===== src/rtl/fifo_ctrl_pkg.sv =====
// Shared defaults for the RAM-backed FIFO controller.
// Widths, depth, occupancy width and almost-full/empty levels.
package fifo_ctrl_pkg;
  localparam int DATA_W_DEF   = 8;
  localparam int ADDR_W_DEF   = 4;
  localparam int DEPTH_DEF    = 1 << ADDR_W_DEF;
  localparam int CNT_W_DEF    = ADDR_W_DEF + 1;
  localparam int AF_LEVEL_DEF = 14;
  localparam int AE_LEVEL_DEF = 2;
endpackage


===== src/rtl/fifo_ptr.sv =====
// Wrap-around FIFO pointer with increment enable.
// Ports: clk, rst (async high), inc, ptr.
module fifo_ptr #(
  parameter int W = 4
) (
  input  logic         clk,
  input  logic         rst,
  input  logic         inc,
  output logic [W-1:0] ptr
);
  always_ff @(posedge clk or posedge rst) begin
    if (rst)      ptr <= '0;
    else if (inc) ptr <= ptr + W'(1);
  end
endmodule


===== src/rtl/ram_fifo_ctrl.sv =====
// FIFO controller driving a dual_port_ram (A = write, B = read).
// Ports: push/pop side, status flags, RAM A/B port signals.
// Option RAM_FIFO_CTRL_LEVEL_FLAGS_EN adds almost_full/almost_empty.
module ram_fifo_ctrl
  import fifo_ctrl_pkg::*;
#(
  parameter int DATA_W   = DATA_W_DEF,
  parameter int ADDR_W   = ADDR_W_DEF
`ifdef RAM_FIFO_CTRL_LEVEL_FLAGS_EN
  ,
  parameter int AF_LEVEL = AF_LEVEL_DEF,
  parameter int AE_LEVEL = AE_LEVEL_DEF
`endif
) (
  input  logic              clk,
  input  logic              rst,
  input  logic              push,
  input  logic [DATA_W-1:0] push_data,
  input  logic              pop,
  output logic [DATA_W-1:0] pop_data,
  output logic              pop_valid,
  output logic              full,
  output logic              empty,
  output logic [ADDR_W:0]   count,
  output logic              overflow,
  output logic              underflow,
`ifdef RAM_FIFO_CTRL_LEVEL_FLAGS_EN
  output logic              almost_full,
  output logic              almost_empty,
`endif
  output logic              ram_we_a,
  output logic [ADDR_W-1:0] ram_addr_a,
  output logic [DATA_W-1:0] ram_din_a,
  output logic              ram_we_b,
  output logic [ADDR_W-1:0] ram_addr_b,
  output logic [DATA_W-1:0] ram_din_b,
  input  logic [DATA_W-1:0] ram_dout_b
);
  localparam int DEPTH = 1 << ADDR_W;
  localparam logic [ADDR_W:0] FULL_CNT = (ADDR_W+1)'(DEPTH);

  logic push_ok, pop_ok;

  assign full    = (count == FULL_CNT);
  assign empty   = (count == '0);
  // Full: pop wins; empty: push wins. Never R/W one address at once.
  assign push_ok = push & ~full;
  assign pop_ok  = pop & ~empty;

  fifo_ptr #(.W(ADDR_W)) u_wr (
    .clk(clk), .rst(rst), .inc(push_ok), .ptr(ram_addr_a)
  );
  fifo_ptr #(.W(ADDR_W)) u_rd (
    .clk(clk), .rst(rst), .inc(pop_ok), .ptr(ram_addr_b)
  );

  assign ram_we_a  = push_ok;
  assign ram_din_a = push_data;
  assign ram_we_b  = 1'b0;
  assign ram_din_b = '0;
  assign pop_data  = ram_dout_b;

  always_ff @(posedge clk or posedge rst) begin
    if (rst) begin
      count     <= '0;
      pop_valid <= 1'b0;
      overflow  <= 1'b0;
      underflow <= 1'b0;
    end else begin
      pop_valid <= pop_ok;
      if (push & full)  overflow  <= 1'b1;
      if (pop & empty)  underflow <= 1'b1;
      case ({push_ok, pop_ok})
        2'b10:   count <= count + 1'b1;
        2'b01:   count <= count - 1'b1;
        default: count <= count;
      endcase
    end
  end

`ifdef RAM_FIFO_CTRL_LEVEL_FLAGS_EN
  localparam logic [ADDR_W:0] AF_CNT = (ADDR_W+1)'(AF_LEVEL);
  localparam logic [ADDR_W:0] AE_CNT = (ADDR_W+1)'(AE_LEVEL);

  // Registered from count, so they trail count by one cycle.
  always_ff @(posedge clk or posedge rst) begin
    if (rst) begin
      almost_full  <= 1'b0;
      almost_empty <= 1'b1;
    end else begin
      almost_full  <= (count >= AF_CNT);
      almost_empty <= (count <= AE_CNT);
    end
  end
`endif
endmodule


===== config.mk =====
export PLATFORM = sky130hd
export DESIGN_NAME = ram_fifo_ctrl
export DESIGN_NICKNAME = d
export VERILOG_FILES = /design/src/rtl/fifo_ctrl_pkg.sv /design/src/rtl/fifo_ptr.sv /design/src/rtl/ram_fifo_ctrl.sv
export SDC_FILE = /design/constraint.sdc
export NUM_CORES = 1
export LEC_CHECK = 0
export ABC_AREA = 1
export BUFFER_PORTS_ARGS = -buffer_cell sky130_fd_sc_hd__buf_2
export CORE_MARGIN = 4
export CORE_UTILIZATION = 45
export CTS_CLUSTER_DIAMETER = 50
export DETAILED_ROUTE_END_ITERATION = 16
export PLACE_DENSITY_LB_ADDON = 0.2
export SYNTH_ARGS = -nofsm -noshare
export SYNTH_HDL_FRONTEND = slang
export SYNTH_SLANG_ARGS = --single-unit

===== constraint.sdc =====
create_clock -name clk -period 6.6 [get_ports clk]
set_clock_uncertainty 0.1 [all_clocks]
set_input_delay 1.32 -clock clk [delete_from_list [all_inputs] [get_ports clk]]
set_output_delay 1.32 -clock clk [all_outputs]
set_load 0.05 [all_outputs]

==> metrics.md <==
| Metric | Value |
|---|---|
| Status | finished, final reports clean |
| Tmin final | 3.29 ns |
| Finished Layout Cells | roughly 170 |
| RSZ-0062 raised after global routing | false |
| Power after layout | between 0.7 and 0.8 mW |
| Share of cells above drive strength 1 | a little over a quarter |
| Prevailing post-synth register cell | dfrtp_1 |
| Initial DRC count | 35 |
| Pin count of the biggest net entering global routing | 17 |
| Antenna diode count | 0 |
| CTS H-tree depth | 1 |
| Clk_lat worst skew | around 0.29 ns |
| Fmax | about 300 MHz |
| Reg2reg start | count[3] |
| Area growth syn-to-layout | 1.78% |
| Core Region | between 0.002 and 0.0025 mm2 |
| Post-synthesis area per instance | 8.23 um2 |
| Final Hold Fails | 0 |
| # fillers | about 220 |
| Final GP Congestion | 0.814 |
| Max incr delay on CP | around 0.25 ns |
| Kind of critical path | in -> out |
| Final Cycle Share | 49.9% |
| Startpoint types | input port |
| GRT Util Overall | about 13% |
| Least-Margin Pin Slew | slightly below 0.6 ns |
| Grt total ovfl | 0 |
| YS warnings | 0 |
| Inst Count DP | 169 |
| Clock sinks | 16 |
| Ordered list of cells on the worst path | buf_2, nand2_4, inv_1, buf_2 |
| Num CTS Buffers | 3 |
| FF-to-FF path depth | 11 |
| Via density per instance | 4.73 |
| IO Pins | 64 |
| Lkg Pwr | 0.677 nW |
| I/O Buffers | 22 |
| Slew margin rel. | between 60% and 70% |
| RR Endpoint | count[4] |
| Die footprint | roughly 0.0034 mm2 |
| Critical path required time | just over 5 ns |
| Max Cap Viol | 0 |
| Post-DP HPWL | around 1.5 mm |
| Net count, final | 173 |
| Max Root-Sink Buffers | 2 |
| Initial Util | between 40% and 50% |
| Final setup vio count | 0 |
| Setup crit start | push |
| Final antenna-violating net count | 0 |
| Placed Area | about 0.0011 mm2 |
| Residual DRC count | 0 |
| WL/cell | between 10 and 15 um |
| Setup repair bufs after CTS | 0 |
| Min-Delay Path Class | reg -> reg |
| Slowest CP cell | buf_2 |
| Setup TNS | 0 ns |
| Asr flop ratio synth | 100% |
| Max Slew Vio Count | 0 |
| Vias in the first global route | between 700 and 800 |
| Post-Syn Area | 0.00113 mm2 |
| Number of synthesized flops with an enable pin | 0 |
| First-pass GRT wire length | 3.31 mm |
| Post_cts resized | 0 |
| Die H | slightly below 60 um |
| Die width | 58.1 um |
| Synth Register Bits | 16 |
| Final WL | approximately 1.9 mm |
| Initial antenna violation count | 0 |
| Finished Cell Area | between 0.001 and 0.0015 mm2 |
| Post-Syn Instances | around 140 |
| CTS Root Cell | clkbuf_4 |
| Worst EP arrival | about 1.9 ns |
| Cell Pwr Density | approximately 620 mW/mm2 |
| R2R Setup Slk | roughly 4.3 ns |
| Sequential share of the synthesized area | between 30 and 40% |
| Utilization after layout | 49.9% |
| Crit end category | output port |
| Vias | about 800 |
| TritonCTS clock tree | yes |
| Most frequent CP cell | buf_2 |
| Clk slew on worst S/H paths | about 0.10 ns |
| TritonRoute pass-1 iters | 4 |
| Hold Buf Count CTS | 0 |
| CP Max Fanout | 6 |
| Critical path endpoint | ram_we_a |
| VDD IR-drop max | slightly below 0.3 mV |
| Site Rows | 17 |
| Synth cell types | 22 |
[area by class of cell]
cell class / instances / area (um2) / area share [%]
sequential: 16 / 400 / 34.9
timing repair buffer: 22 / 110 / 9.60
clock buffer: 4 / 36.3 / 3.16
inverter: 16 / 60.1 / 5.23
multi-input combinational: 87 / 505 / 44.1
tap: 28 / 35.0 / 3.05
[logic make-up after synthesis]
| family | after synthesis | synth area share (%) |
|---|---|---|
| and+or+nand+nor | 65 | 29.3 |
| buffers and inverters | 42 | 22.3 |
| DFF | 16 | 35.5 |
| adders and majority gates | 7 | 8.43 |
| AOI/OAI and AO/OA | 3 | 1.77 |
| xor gates and xnor gates | 3 | 2.33 |
| other | 1 | 0.333 |
[Yosys cell counts, drive strengths merged (2+ instances only)]
cell / n / area, um2
inv: 16 / 60.1
buf: 25 / 188
xor2: 2 / 17.5
nor2: 3 / 18.8
ha: 6 / 75.1
or2: 2 / 12.5
nand2: 41 / 164
a21o: 2 / 15.0
nand4: 4 / 55.1
nand3: 13 / 65.1
dfrtp: 16 / 400
nand3b: 2 / 15.0
[through the flow]
step	hold WS, ns	setup WS (ns)
after floorplan	0.664	3.50
after global placement	0.341	3.32
after detailed placement	0.344	3.31
after CTS	0.373	3.30
after global routing	0.390	3.28
final	0.367	3.31
[registers in the layout, indices dropped and copies added, names as in the netlist]
signal     cells
count          5
pop_valid      1
u_wr.ptr       4
overflow       1
underflow      1
u_rd.ptr       4
[cell usage in the layout, fill, tap and decap left out, types with 2 or more instances in the layout]
cell / instances
ha_1: 6
inv_2: 5
nand4_1: 2
nor2_1: 2
nand4_4: 2
clkbuf_4: 3
xor2_1: 2
a21o_1: 2
inv_1: 11
dfrtp_1: 16
nand3_1: 13
nand2_1: 39
or2_2: 2
nand3b_1: 2
conb_1: 9
buf_2: 22
[layer usage]
metal	GRT usage, %	part of all wire [%]	vias up	routed length (um)
met5	0	0	-	0
met4	7.95	2.8	0	54
met3	2.67	7.1	13	136
met2	18.9	46	31	879
met1	16.3	44	365	846
li1	-	-	410	-
[power breakdown]
part           switching (mW)  internal, mW
combinational           0.323         0.120
sequential             0.0562         0.144
clock                  0.0332        0.0336
[worst min path at each step]
stage,slack (ns),cells after the start,end,start
final,0.37,1,underflow,underflow
after global routing,0.39,1,overflow,overflow
after CTS,0.37,1,underflow,underflow
after detailed placement,0.34,1,underflow,underflow
after global placement,0.34,1,underflow,underflow
after floorplan,0.66,1,overflow,overflow
[critical path: cells and delay by family]
kind                   cells  cell delay, ns
AND/OR/NAND/NOR            1            0.09
buffers and inverters      3            0.46
No activity file was read; power rests on OpenSTA's default activity.
